File: config.mk
export PLATFORM = sky130hd
export DESIGN_NAME = bcd_converter_seq
export DESIGN_NICKNAME = d
export VERILOG_FILES = /design/src/rtl/bcd_converter_seq.sv
export SDC_FILE = /design/constraint.sdc
export NUM_CORES = 1
export LEC_CHECK = 0
export CORE_MARGIN = 2
export CORE_UTILIZATION = 39
export CTS_CLUSTER_SIZE = 24
export DETAILED_ROUTE_END_ITERATION = 8
export DONT_BUFFER_PORTS = 1
export GPL_TIMING_DRIVEN = 0
export PLACE_DENSITY = 0.61
export SYNTH_ARGS = -nofsm -noshare
export SYNTH_HDL_FRONTEND = slang
export SYNTH_SLANG_ARGS = --single-unit
File: constraint.sdc
create_clock -name clk -period 1.55 [get_ports clk]
set_clock_uncertainty 0.2 [all_clocks]
set_input_delay 0.31 -clock clk [delete_from_list [all_inputs] [get_ports clk]]
set_output_delay 0.31 -clock clk [all_outputs]
set_load 0.1 [all_outputs]
File: src/rtl/bcd_converter_seq.sv
// Sequential binary-to-BCD converter (double-dabble, one shift per clock).
// Handshake: start is accepted only in IDLE/DONE; busy marks SHIFT; done pulses once.
module bcd_converter_seq #(
  parameter int BIN_WIDTH = 8,
  parameter int DIGITS    = 3,
  parameter int SIGNED_IN = 0
) (
  input  logic                   clk,
  input  logic                   reset,
  input  logic                   start,
  input  logic [BIN_WIDTH-1:0]   bin_in,
  output logic                   busy,
  output logic                   done,
  output logic [4*DIGITS-1:0]    bcd_out,
  output logic                   neg_out,
  output logic [1:0]             state_dbg
);

  localparam int BW = 4 * DIGITS;
  localparam int CW = $clog2(BIN_WIDTH + 1);

  function automatic logic [63:0] pow10(input int n);
    logic [63:0] p;
    p = 64'd1;
    for (int k = 0; k < n; k++) p = p * 64'd10;
    return p;
  endfunction

  localparam logic [63:0] MAX_MAG = (SIGNED_IN != 0) ? (64'd1 << (BIN_WIDTH - 1))
                                                     : ((64'd1 << BIN_WIDTH) - 64'd1);

  // Refuse to build a converter whose digits cannot hold the largest magnitude.
  if (BIN_WIDTH < 2 || pow10(DIGITS) <= MAX_MAG) begin : g_param_check
    $error("bcd_converter_seq: DIGITS too small for BIN_WIDTH/SIGNED_IN");
  end

  typedef enum logic [1:0] {
    S_IDLE  = 2'd0,
    S_SHIFT = 2'd1,
    S_DONE  = 2'd2
  } state_e;

  state_e                 state_q, state_d;
  logic [CW-1:0]          cnt_q, cnt_d;
  logic [BIN_WIDTH-1:0]   mag_q, mag_d;
  logic [BW-1:0]          scr_q, scr_d;
  logic                   sign_q, sign_d;
  logic [BW-1:0]          bcd_q, bcd_d;
  logic                   neg_q, neg_d;

  logic                   accept;
  logic                   last_shift;
  logic                   in_neg;
  logic [BIN_WIDTH-1:0]   in_mag;
  logic [BW-1:0]          adj;
  logic [BW-1:0]          scr_sh;
  logic [BIN_WIDTH-1:0]   mag_sh;

  always_ff @(posedge clk) begin
    if (reset) begin
      state_q <= S_IDLE;
      cnt_q   <= '0;
      mag_q   <= '0;
      scr_q   <= '0;
      sign_q  <= 1'b0;
      bcd_q   <= '0;
      neg_q   <= 1'b0;
    end else begin
      state_q <= state_d;
      cnt_q   <= cnt_d;
      mag_q   <= mag_d;
      scr_q   <= scr_d;
      sign_q  <= sign_d;
      bcd_q   <= bcd_d;
      neg_q   <= neg_d;
    end
  end

  assign accept     = start && (state_q != S_SHIFT);
  assign last_shift = (state_q == S_SHIFT) && (cnt_q == CW'(BIN_WIDTH - 1));

  always_comb begin
    state_d = state_q;
    case (state_q)
      S_IDLE:  if (start) state_d = S_SHIFT;
      S_SHIFT: if (last_shift) state_d = S_DONE;
      S_DONE:  state_d = start ? S_SHIFT : S_IDLE;
      default: state_d = S_IDLE;
    endcase
  end

  // Datapath: add-3 on every digit in parallel, then shift {scratch, magnitude}.
  always_comb begin
    in_neg = (SIGNED_IN != 0) && bin_in[BIN_WIDTH-1];
    in_mag = in_neg ? (~bin_in + {{(BIN_WIDTH-1){1'b0}}, 1'b1}) : bin_in;
    for (int d = 0; d < DIGITS; d++) begin
      adj[4*d +: 4] = (scr_q[4*d +: 4] >= 4'd5) ? (scr_q[4*d +: 4] + 4'd3) : scr_q[4*d +: 4];
    end
    scr_sh = {adj[BW-2:0], mag_q[BIN_WIDTH-1]};
    mag_sh = {mag_q[BIN_WIDTH-2:0], 1'b0};

    cnt_d  = cnt_q;
    mag_d  = mag_q;
    scr_d  = scr_q;
    sign_d = sign_q;
    bcd_d  = bcd_q;
    neg_d  = neg_q;
    if (accept) begin
      mag_d  = in_mag;
      sign_d = in_neg;
      scr_d  = '0;
      cnt_d  = '0;
    end else if (state_q == S_SHIFT) begin
      scr_d = scr_sh;
      mag_d = mag_sh;
      cnt_d = cnt_q + CW'(1);
      if (last_shift) begin
        bcd_d = scr_sh;
        neg_d = sign_q;
      end
    end
  end

  always_comb begin
    busy      = (state_q == S_SHIFT);
    done      = (state_q == S_DONE);
    bcd_out   = bcd_q;
    neg_out   = neg_q;
    state_dbg = state_q;
  end

endmodule

==> After elaboration in Yosys (flattened, before gate mapping) <==
Index checks and enable logic that the tools add are counted.
{ "totals": {"register_bits": 38, "out_inout_bits": 17, "elab_cells": 35} }
{ "classes": {"n_addsub": 4, "bitwise_logic": 1, "n_lt_le_gt_ge": 3, "n_reduce_logical": 7, "eq_ne": 6, "n_mux": 9} }
{ "op_table": {"columns": ["op", "n"], "rows": [
  ["8-bit two-way mux", 2],
  ["4-bit by 3-bit >= comparator with 1-bit output, second input constant", 3],
  ["4-bit by 2-bit adder with 4-bit output, second input constant", 2],
  ["4-bit two-way mux", 2],
  ["2-bit one-hot mux with 3 select lines", 1],
  ["4-bit by 1-bit adder with 4-bit output, second input constant", 1],
  ["4-bit by 3-bit == test with 1-bit output, second input constant", 1],
  ["2-bit two-way mux", 2],
  ["2-bit by 1-bit inequality test with 1-bit output, second input constant", 2],
  ["3-bit by 2-bit adder with 3-bit output, second input constant", 1],
  ["3-bit two-way mux", 1],
  ["3-bit AND reduction", 1],
  ["2-bit by 1-bit == test with 1-bit output, second input constant", 1],
  ["2-bit == test, second input constant", 1],
  ["1-bit logical AND", 2],
  ["2-bit zero test", 1],
  ["2-bit inequality test, second input constant", 1],
  ["2-bit AND reduction", 1],
  ["2-bit nonzero test", 1],
  ["2-bit OR reduction", 1],
  ["1-bit two-way mux", 1],
  ["1-bit NOT", 1]
]} }

==> Logic depth before layout (Yosys ltp) <==
Gate-level depths: netlist of run 1.
{ "logic_depth": {"ltp_word": 4, "ltp_mapped": 6, "ltp_nobuf": 6} }

==> Worst setup path before layout of run 1 <==
No wires, ideal clock.
{ "synth_path": {"path_type": "register -> output", "startpoint": "register state_q[1], in the netlist state_dbg[1]", "endpoint": "output port done", "slack_ns": -1.345, "t_required_ns": 1.040, "path_stages_with_launch": 2, "arrival_time_ns": 2.385, "cell_sequence": "dfxtp_1 nor2b_1"} }
{ "synth_via": {"elab_chain_len": 1} }
{ "synth_lines": {"columns": ["item", "line", "rtl"], "rows": [
  ["from (decl)", "43", "state_e state_q, state_d;"],
  ["from (signal assigned)", "69", "state_q <= state_d;"],
  ["2-bit == test", "126", "done = (state_q == S_DONE);"],
  ["to (decl)", "13", "output logic done,"]
]} }
Every way passes these cells.

==> Final worst setup path of run 1 <==
Same ends and word-level chain as after synthesis.

==> results of run 1 <==
-- synth_stat cells, drive strengths merged --
library cell   n
a211oi        14
a21o           1
a21oi         14
buf            9
clkbuf         2
conb           1
dfxtp         38
ha             7
inv            8
mux2           3
mux2i          9
nand2         11
nand2b        11
nand3          3
nand3b         1
nand4          1
nor2          23
nor2b          2
nor3           1
nor3b          5
o21ai          5
o22ai         12
or3            1
xnor2          4
xor2           2
-- timing repair --
item / 4_1_cts / 5_1_grt
setup endpoints to repair: 52 / 40
gates resized for setup: 77 / 36
setup buffers: 15 / 1
cloned: 4 / 0
pin swaps: 23 / 12
-- stage by stage --
stage | area, um^2 | utilization, % | power (mW) | setup TNS, ps
3_3_place_gp | 1950 | 45.0 | 1.28 | -4210
3_5_place_dp | 1950 | 45.0 | 1.29 | -5510
4_1_cts | 2550 | 59.1 | 2.20 | -7120
6_report | 2720 | 62.8 | 2.26 | -7850
2_1_floorplan | 1880 | - | 1.24 | -387
5_1_grt | 2720 | 62.8 | 2.34 | -9150
-- worst max path at each step --
stage,endpoint,slack (ps),cells past startpoint
floorplan,done,-70,1
global placement,bcd_out[4]$_SDFFE_PP0P_,-190,5
detailed placement,bcd_out[3]$_SDFFE_PP0P_,-210,5
CTS,done,-420,1
global route,done,-440,1
finish,done,-420,1
-- logic make-up (layout without fill, tap and decap cells) --
group           after synthesis  count (layout)  synth area share, %
flops                        38              38                 43.6
other cells                   1               1                0.215
buf+inv                      19              47                 5.16
fa+ha+maj                     7               7                 5.02
xor+xnor                      6               6                 3.01
compound gates               46              46                 18.4
mux                          12              12                 7.10
simple gates                 59              59                 17.6
-- per-layer routing --
layer	up-vias	track usage, %	part of all wire [%]
li1	709	-	-
met1	755	26.2	43
met2	34	35.0	52
met3	8	5.27	4.0
met4	0	9.85	1.5
met5	-	0	0
-- power by group --
part | total (mW) | switching (mW) | leakage (nW) | internal, mW
Clock | 0.788 | 0.379 | 0.0561 | 0.409
Sequential | 1.05 | 0.0478 | 0.318 | 1.00
Combinational | 0.425 | 0.214 | 0.625 | 0.212
-- layout make-up --
type / instances / share of cell area (%)
multi-input combinational: 131 / 46.7
sequential: 38 / 29.1
timing repair buffer: 20 / 11.4
buffer: 11 / 5.21
clock buffer: 6 / 3.46
tap: 52 / 2.40
inverter: 8 / 1.38
clock inverter: 2 / 0.369
-- flip-flops by register name, summed over array words and instances, names as in the netlist --
| register | count |
|---|---|
| bcd_out | 12 |
| scr_q | 12 |
| mag_q | 8 |
| cnt_q | 4 |
| state_dbg | 2 |
-- layout by cell type, fill, tap and decap left out, drive strengths merged, types with 2 or more instances in the layout --
master	count
nor3b	5
nand3	3
nor2b	2
dfxtp	38
a21oi	14
clkbuf	8
inv	8
nand2b	11
buf	29
mux2	3
nand2	11
o22ai	12
xor2	2
mux2i	9
nor2	23
o21ai	5
clkinv	2
a211oi	14
xnor2	4
ha	7
==> results.sh, run 1 <==
export IMPL_dp_cells=240
export IMPL_final_setup_viol_count=39
export IMPL_wl_per_cell_um=19.2
export IMPL_tightestPinTransition_ps=756
export IMPL_yosys_register_bits=38
export IMPL_yosys_warnings=0
export IMPL_layout_drive_gt1_share_pct=61.1
export IMPL_vdd_ir_drop_worst_mv=0.501
export IMPL_drv_cap=0
export IMPL_hold_path_endpoint="bcd_out[10]$_SDFFE_PP0P_"
export IMPL_start_util_pct=40.4
export IMPL_hold_path_class="in2reg"
export IMPL_slew_violations=0
export IMPL_area_growth_pct=55.6
export IMPL_syn_area_um2=1750
export IMPL_crit_slowest_cell="nor2b_4"
export IMPL_syn_num_nets=206
export IMPL_leakage_nw=1.00
export IMPL_vias_per_cell=5.62
export IMPL_fin_cells=268
export IMPL_dieHeight_um=70.9
export IMPL_antenna_found_initial=0
export IMPL_path_clk_slew_ps=80
export IMPL_r2r_end="bcd_out[0]$_SDFFE_PP0P_"
export IMPL_overflow=0
export IMPL_routed_wl_um=5140
export IMPL_cts_made_buffers=5
export IMPL_fmax_ghz=0.508
export IMPL_cts_tree="built"
export IMPL_synth_area_leader_cell="dfxtp_1"
export IMPL_clk_path_buf_depth=2
export IMPL_cp_max_fo=3
export IMPL_portBuffers=0
export IMPL_drc_errors=0
export IMPL_htree_num_levels=2
export IMPL_rsz0062_at_grt="yes"
export IMPL_multiInputGateArea_um2=1270
export IMPL_dr_pass1_iters=4
export IMPL_hold_depth=2
export IMPL_timing_hold_ws_ps=16.8
export IMPL_cts_hold_buf=0
export IMPL_hold_viol_final=0
export IMPL_die_w_um=70.9
export IMPL_start_kind="flop"
export IMPL_num_rows=24
export IMPL_crit_buf_inv=0
export IMPL_reg2reg_slack_ps=-300
export IMPL_post_route_period_util_pct=127
export IMPL_pre_cts_slack_ps=-213
export IMPL_core_um2=4320
export IMPL_setup_ws_ps=-420
export IMPL_root_buffer="clkbuf_8"
export IMPL_arrival_ps=1460
export IMPL_diodes=0
export IMPL_synthTopCellsByArea="dfxtp_1 44%, a211oi_1 6.0%, mux2i_1 5.2%"
export IMPL_synth_cell_type_count=29
export IMPL_violations="negative setup slack"
export IMPL_slowest_delay_ps=610
export IMPL_clock_latency_ps=300
export IMPL_timing_final_crit_period_ps=1970
export IMPL_fin_nets=233
export IMPL_floorplan_die_area_um2=5030
export IMPL_cp_top_family="simple AND/OR/NAND/NOR gates"
export IMPL_grt_util_all_layers_pct=21.3
export IMPL_reg2reg_depth=7
export IMPL_n_fill_cell=328
export IMPL_worstHoldStart="reset"
export IMPL_crit_type="reg2out"
export IMPL_regArea_um2=791
export IMPL_drt_iter0_drc=82
export IMPL_pin_count=28
export IMPL_critPathLaunch="state_dbg[1]$_SDFFE_PP0P_"
export IMPL_grt_pass1_wl_um=8110
export IMPL_ys_seq_area_share_pct=43.6
export IMPL_synth_top_area_share_pct=43.6
export IMPL_dr_total_vias=1506
export IMPL_grt_pass1_vias=1576
export IMPL_antenna_left=0
export IMPL_clock_sinks=38
export IMPL_synth_area_per_cell_um2=9.28
export IMPL_required_ps=1040
export IMPL_place_hpwl_um=3030
export IMPL_path_cells="nor2b_4"
export IMPL_grt_max_degree=13
export IMPL_syn_inst=188
export IMPL_timing_rr_start="state_dbg[0]$_SDFFE_PP0P_"
export IMPL_status="finished with violations"
export IMPL_p_per_area_nw_per_um2=833
export IMPL_slew_headroom_pct=49.6
export IMPL_gp_congestion=0.737
export IMPL_end_kind="primary output"
(Power assumes the default switching activity.)
==> run 2, diff against run 1 <==
==> constraint.sdc (replaced) <==
create_clock -name clk -period 1.55 [get_ports clk]
set_clock_uncertainty 0.2 [all_clocks]
set_input_delay 0.31 -clock clk [delete_from_list [all_inputs] [get_ports clk]]
set_output_delay 0.31 -clock clk [all_outputs]
set_load 0.05 [all_outputs]
==> run 2 against run 1 <==
  * Fmax increased by 14%
  * Critical path depth increased by 3
  * Highest routed layer unchanged
  * Cell count shrank 0.75%
  * First-iteration DRC count grew 30%
  * Sequential cell count stayed put
  * Register-to-register slack improved by 120 ps
  * Die area is the same
  * Combinational power fell by 6.4%
  * Power decreased by 4.4%
  * The flow still finishes with violations (negative setup slack)
==> results.sh, run 2 (same netlist as run 1, synthesis figures left out) <==
export IMPL_seqPwrFrac_pct=48.3
export IMPL_end_kind="primary output"
export IMPL_grt_busiest_layer="met2"
export IMPL_dr_total_vias=1474
export IMPL_floorplan_die_area_um2=5030
export IMPL_grtUsageMet1_pct=26.1
export IMPL_tightestPinTransition_ps=622
export IMPL_clk_path_buf_depth=2
export IMPL_path_cells="nand2b_4 > buf_12 > inv_8 > buf_12"
export IMPL_dieHeight_um=70.9
export IMPL_root_buffer="clkbuf_8"
export IMPL_timing_rr_start="state_dbg[1]$_SDFFE_PP0P_"
export IMPL_cp_top_family="flip-flops"
export IMPL_mostFrequentLayoutCell="dfxtp_1"
export IMPL_cts_hold_buf=0
export IMPL_drv_cap=0
export IMPL_timing_final_crit_period_ps=1740
export IMPL_dr_pass1_iters=4
export IMPL_fmax_ghz=0.576
export IMPL_reg2reg_slack_ps=-180
export IMPL_timing_hold_ws_ps=33.7
export IMPL_grt_pass1_wl_um=7790
export IMPL_diodes=0
export IMPL_final_setup_viol_count=37
export IMPL_gp_congestion=0.853
export IMPL_crit_slowest_cell="dfxtp_4"
export IMPL_pin_count=28
export IMPL_crit_type="reg2out"
export IMPL_reg2reg_depth=8
export IMPL_antenna_found_initial=0
export IMPL_drc_errors=0
export IMPL_arrival_ps=1230
export IMPL_layout_drive_gt1_share_pct=51.9
export IMPL_leakage_nw=0.945
export IMPL_routed_wl_um=4940
export IMPL_post_route_period_util_pct=112
export IMPL_pwr_share_comb_pct=18.4
export IMPL_overflow=0
export IMPL_cp_max_fo=5
export IMPL_fin_nets=231
export IMPL_cts_tree="built"
export IMPL_p_int_mw=1.57
export IMPL_vias_per_cell=5.54
export IMPL_rsz0062_at_grt="yes"
export IMPL_setup_ws_ps=-185
export IMPL_most_common_layout_cells="28 x dfxtp_1, 12 x nor2_1, 10 x o22ai_2, 10 x nand2_1"
export IMPL_start_util_pct=40.4
export IMPL_total_power_mw=2.16
export IMPL_slowest_delay_ps=450
export IMPL_setup_tns_ps=-3230
export IMPL_area_growth_pct=48.9
export IMPL_hold_viol_final=0
export IMPL_grtUsageMet3_pct=4.99
export IMPL_die_w_um=70.9
export IMPL_path_clk_slew_ps=80
export IMPL_status="finished with violations"
export IMPL_num_rows=24
export IMPL_crit_buf_inv=3
export IMPL_r2r_end="mag_q[6]$_SDFFE_PP0P_"
export IMPL_portBuffers=0
export IMPL_clock_latency_ps=290
export IMPL_met2_usage_pct=32.7
export IMPL_hold_path_class="in2reg"
export IMPL_place_hpwl_um=2770
export IMPL_slew_violations=0
export IMPL_drt_iter0_drc=107
export IMPL_hold_path_endpoint="mag_q[0]$_SDFFE_PP0P_"
export IMPL_slew_headroom_pct=58.5
export IMPL_violations="negative setup slack"
export IMPL_dp_cells=240
export IMPL_clock_sinks=38
export IMPL_htree_num_levels=2
export IMPL_grt_max_degree=13
export IMPL_clockPowerShare_pct=33.3
export IMPL_grt_pass1_vias=1452
export IMPL_switchingPower_uw=597
export IMPL_grt_util_all_layers_pct=20.2
export IMPL_p_per_area_nw_per_um2=832
export IMPL_antenna_left=0
export IMPL_fin_cells=266
export IMPL_vdd_ir_drop_worst_mv=0.481
export IMPL_required_ps=1040
export IMPL_swShare_pct=27.6
export IMPL_start_kind="flop"
export IMPL_cts_made_buffers=5
export IMPL_cp_common_cell="buf_12"
export IMPL_n_fill_cell=355
export IMPL_worstHoldStart="bin_in[0]"
export IMPL_core_um2=4320
export IMPL_hold_depth=2
export IMPL_wl_per_cell_um=18.6
export IMPL_fin_util_pct=60.1
==> run 2: cell count changes in the layout (fill, tap and decap cells not counted), moves of 3 or more <==
cell,before,now
dfxtp_2,15,6
buf_4,5,8
a211oi_2,14,9
nor2_2,7,4
ha_1,3,0
a211oi_1,0,5
nor2_1,9,12
dfxtp_1,20,28
buf_12,7,3
ha_4,4,7
==> run 2: worst max path at each step <==
stage / start / end / slack [ps] / cells after the start
3_3_place_gp: state_dbg[1]$_SDFFE_PP0P_ / scr_q[5]$_SDFFE_PP0P_ / -260 / 5
5_1_grt: state_dbg[1]$_SDFFE_PP0P_ / bcd_out[0]$_SDFFE_PP0P_ / -220 / 7
6_report: state_dbg[1]$_SDFFE_PP0P_ / busy / -190 / 4
2_1_floorplan: scr_q[9]$_SDFFE_PP0P_ / bcd_out[10]$_SDFFE_PP0P_ / 8 / 6
4_1_cts: state_dbg[1]$_SDFFE_PP0P_ / busy / -170 / 4
3_5_place_dp: state_dbg[1]$_SDFFE_PP0P_ / scr_q[5]$_SDFFE_PP0P_ / -280 / 5
==> run 2: cell type report <==
class,count,area [um^2],share of cell area (%)
tap,52,65.1,2.50
inverter,8,42.5,1.64
timing repair buffer,18,255,9.82
buffer,11,128,4.91
clock inverter,2,12.5,0.481
multi-input combinational,131,1230,47.3
sequential,38,783,30.1
clock buffer,6,82.6,3.18
==> run 2: metal layers <==
layer	share of wire (%)	vias up	wire length (um)
li1	-	707	-
met1	43	719	2110
met2	50	40	2490
met3	4.5	8	224
met4	2.1	0	104
met5	0	-	0
==> run 2: timing repair <==
item                                    in CTS  in global routing
cloned                                       3                  1
pin swaps                                   22                  7
resized for setup                           83                 19
hold endpoints to repair                     0                  0
endpoints found under the setup margin      40                 39
setup buffers                               10                  4
==> run 2: stage by stage <==
stage / setup WS (ps) / area (um^2)
floorplan: 8.50 / 1840
global placement: -256 / 1910
detailed placement: -280 / 1910
CTS: -174 / 2480
global route: -222 / 2600
finish: -185 / 2600
==> run 2: power by group through the flow <==
stage,sequential [mW],clock (mW),combinational (mW)
floorplan,1.05,0,0.157
global placement,1.05,0,0.189
detailed placement,1.05,0,0.196
CTS,1.04,0.721,0.352
global route,1.05,0.767,0.420
finish,1.04,0.719,0.398
==> run 2: worst register-to-register path, stage by stage, from the launching register on <==
cell,delay [ps]
dfxtp_4,410
nand2b_4,170
buf_12,140
buf_4,150
buf_12,140
buf_8,140
buf_4,140
nor2_4,70
a211oi_2,40
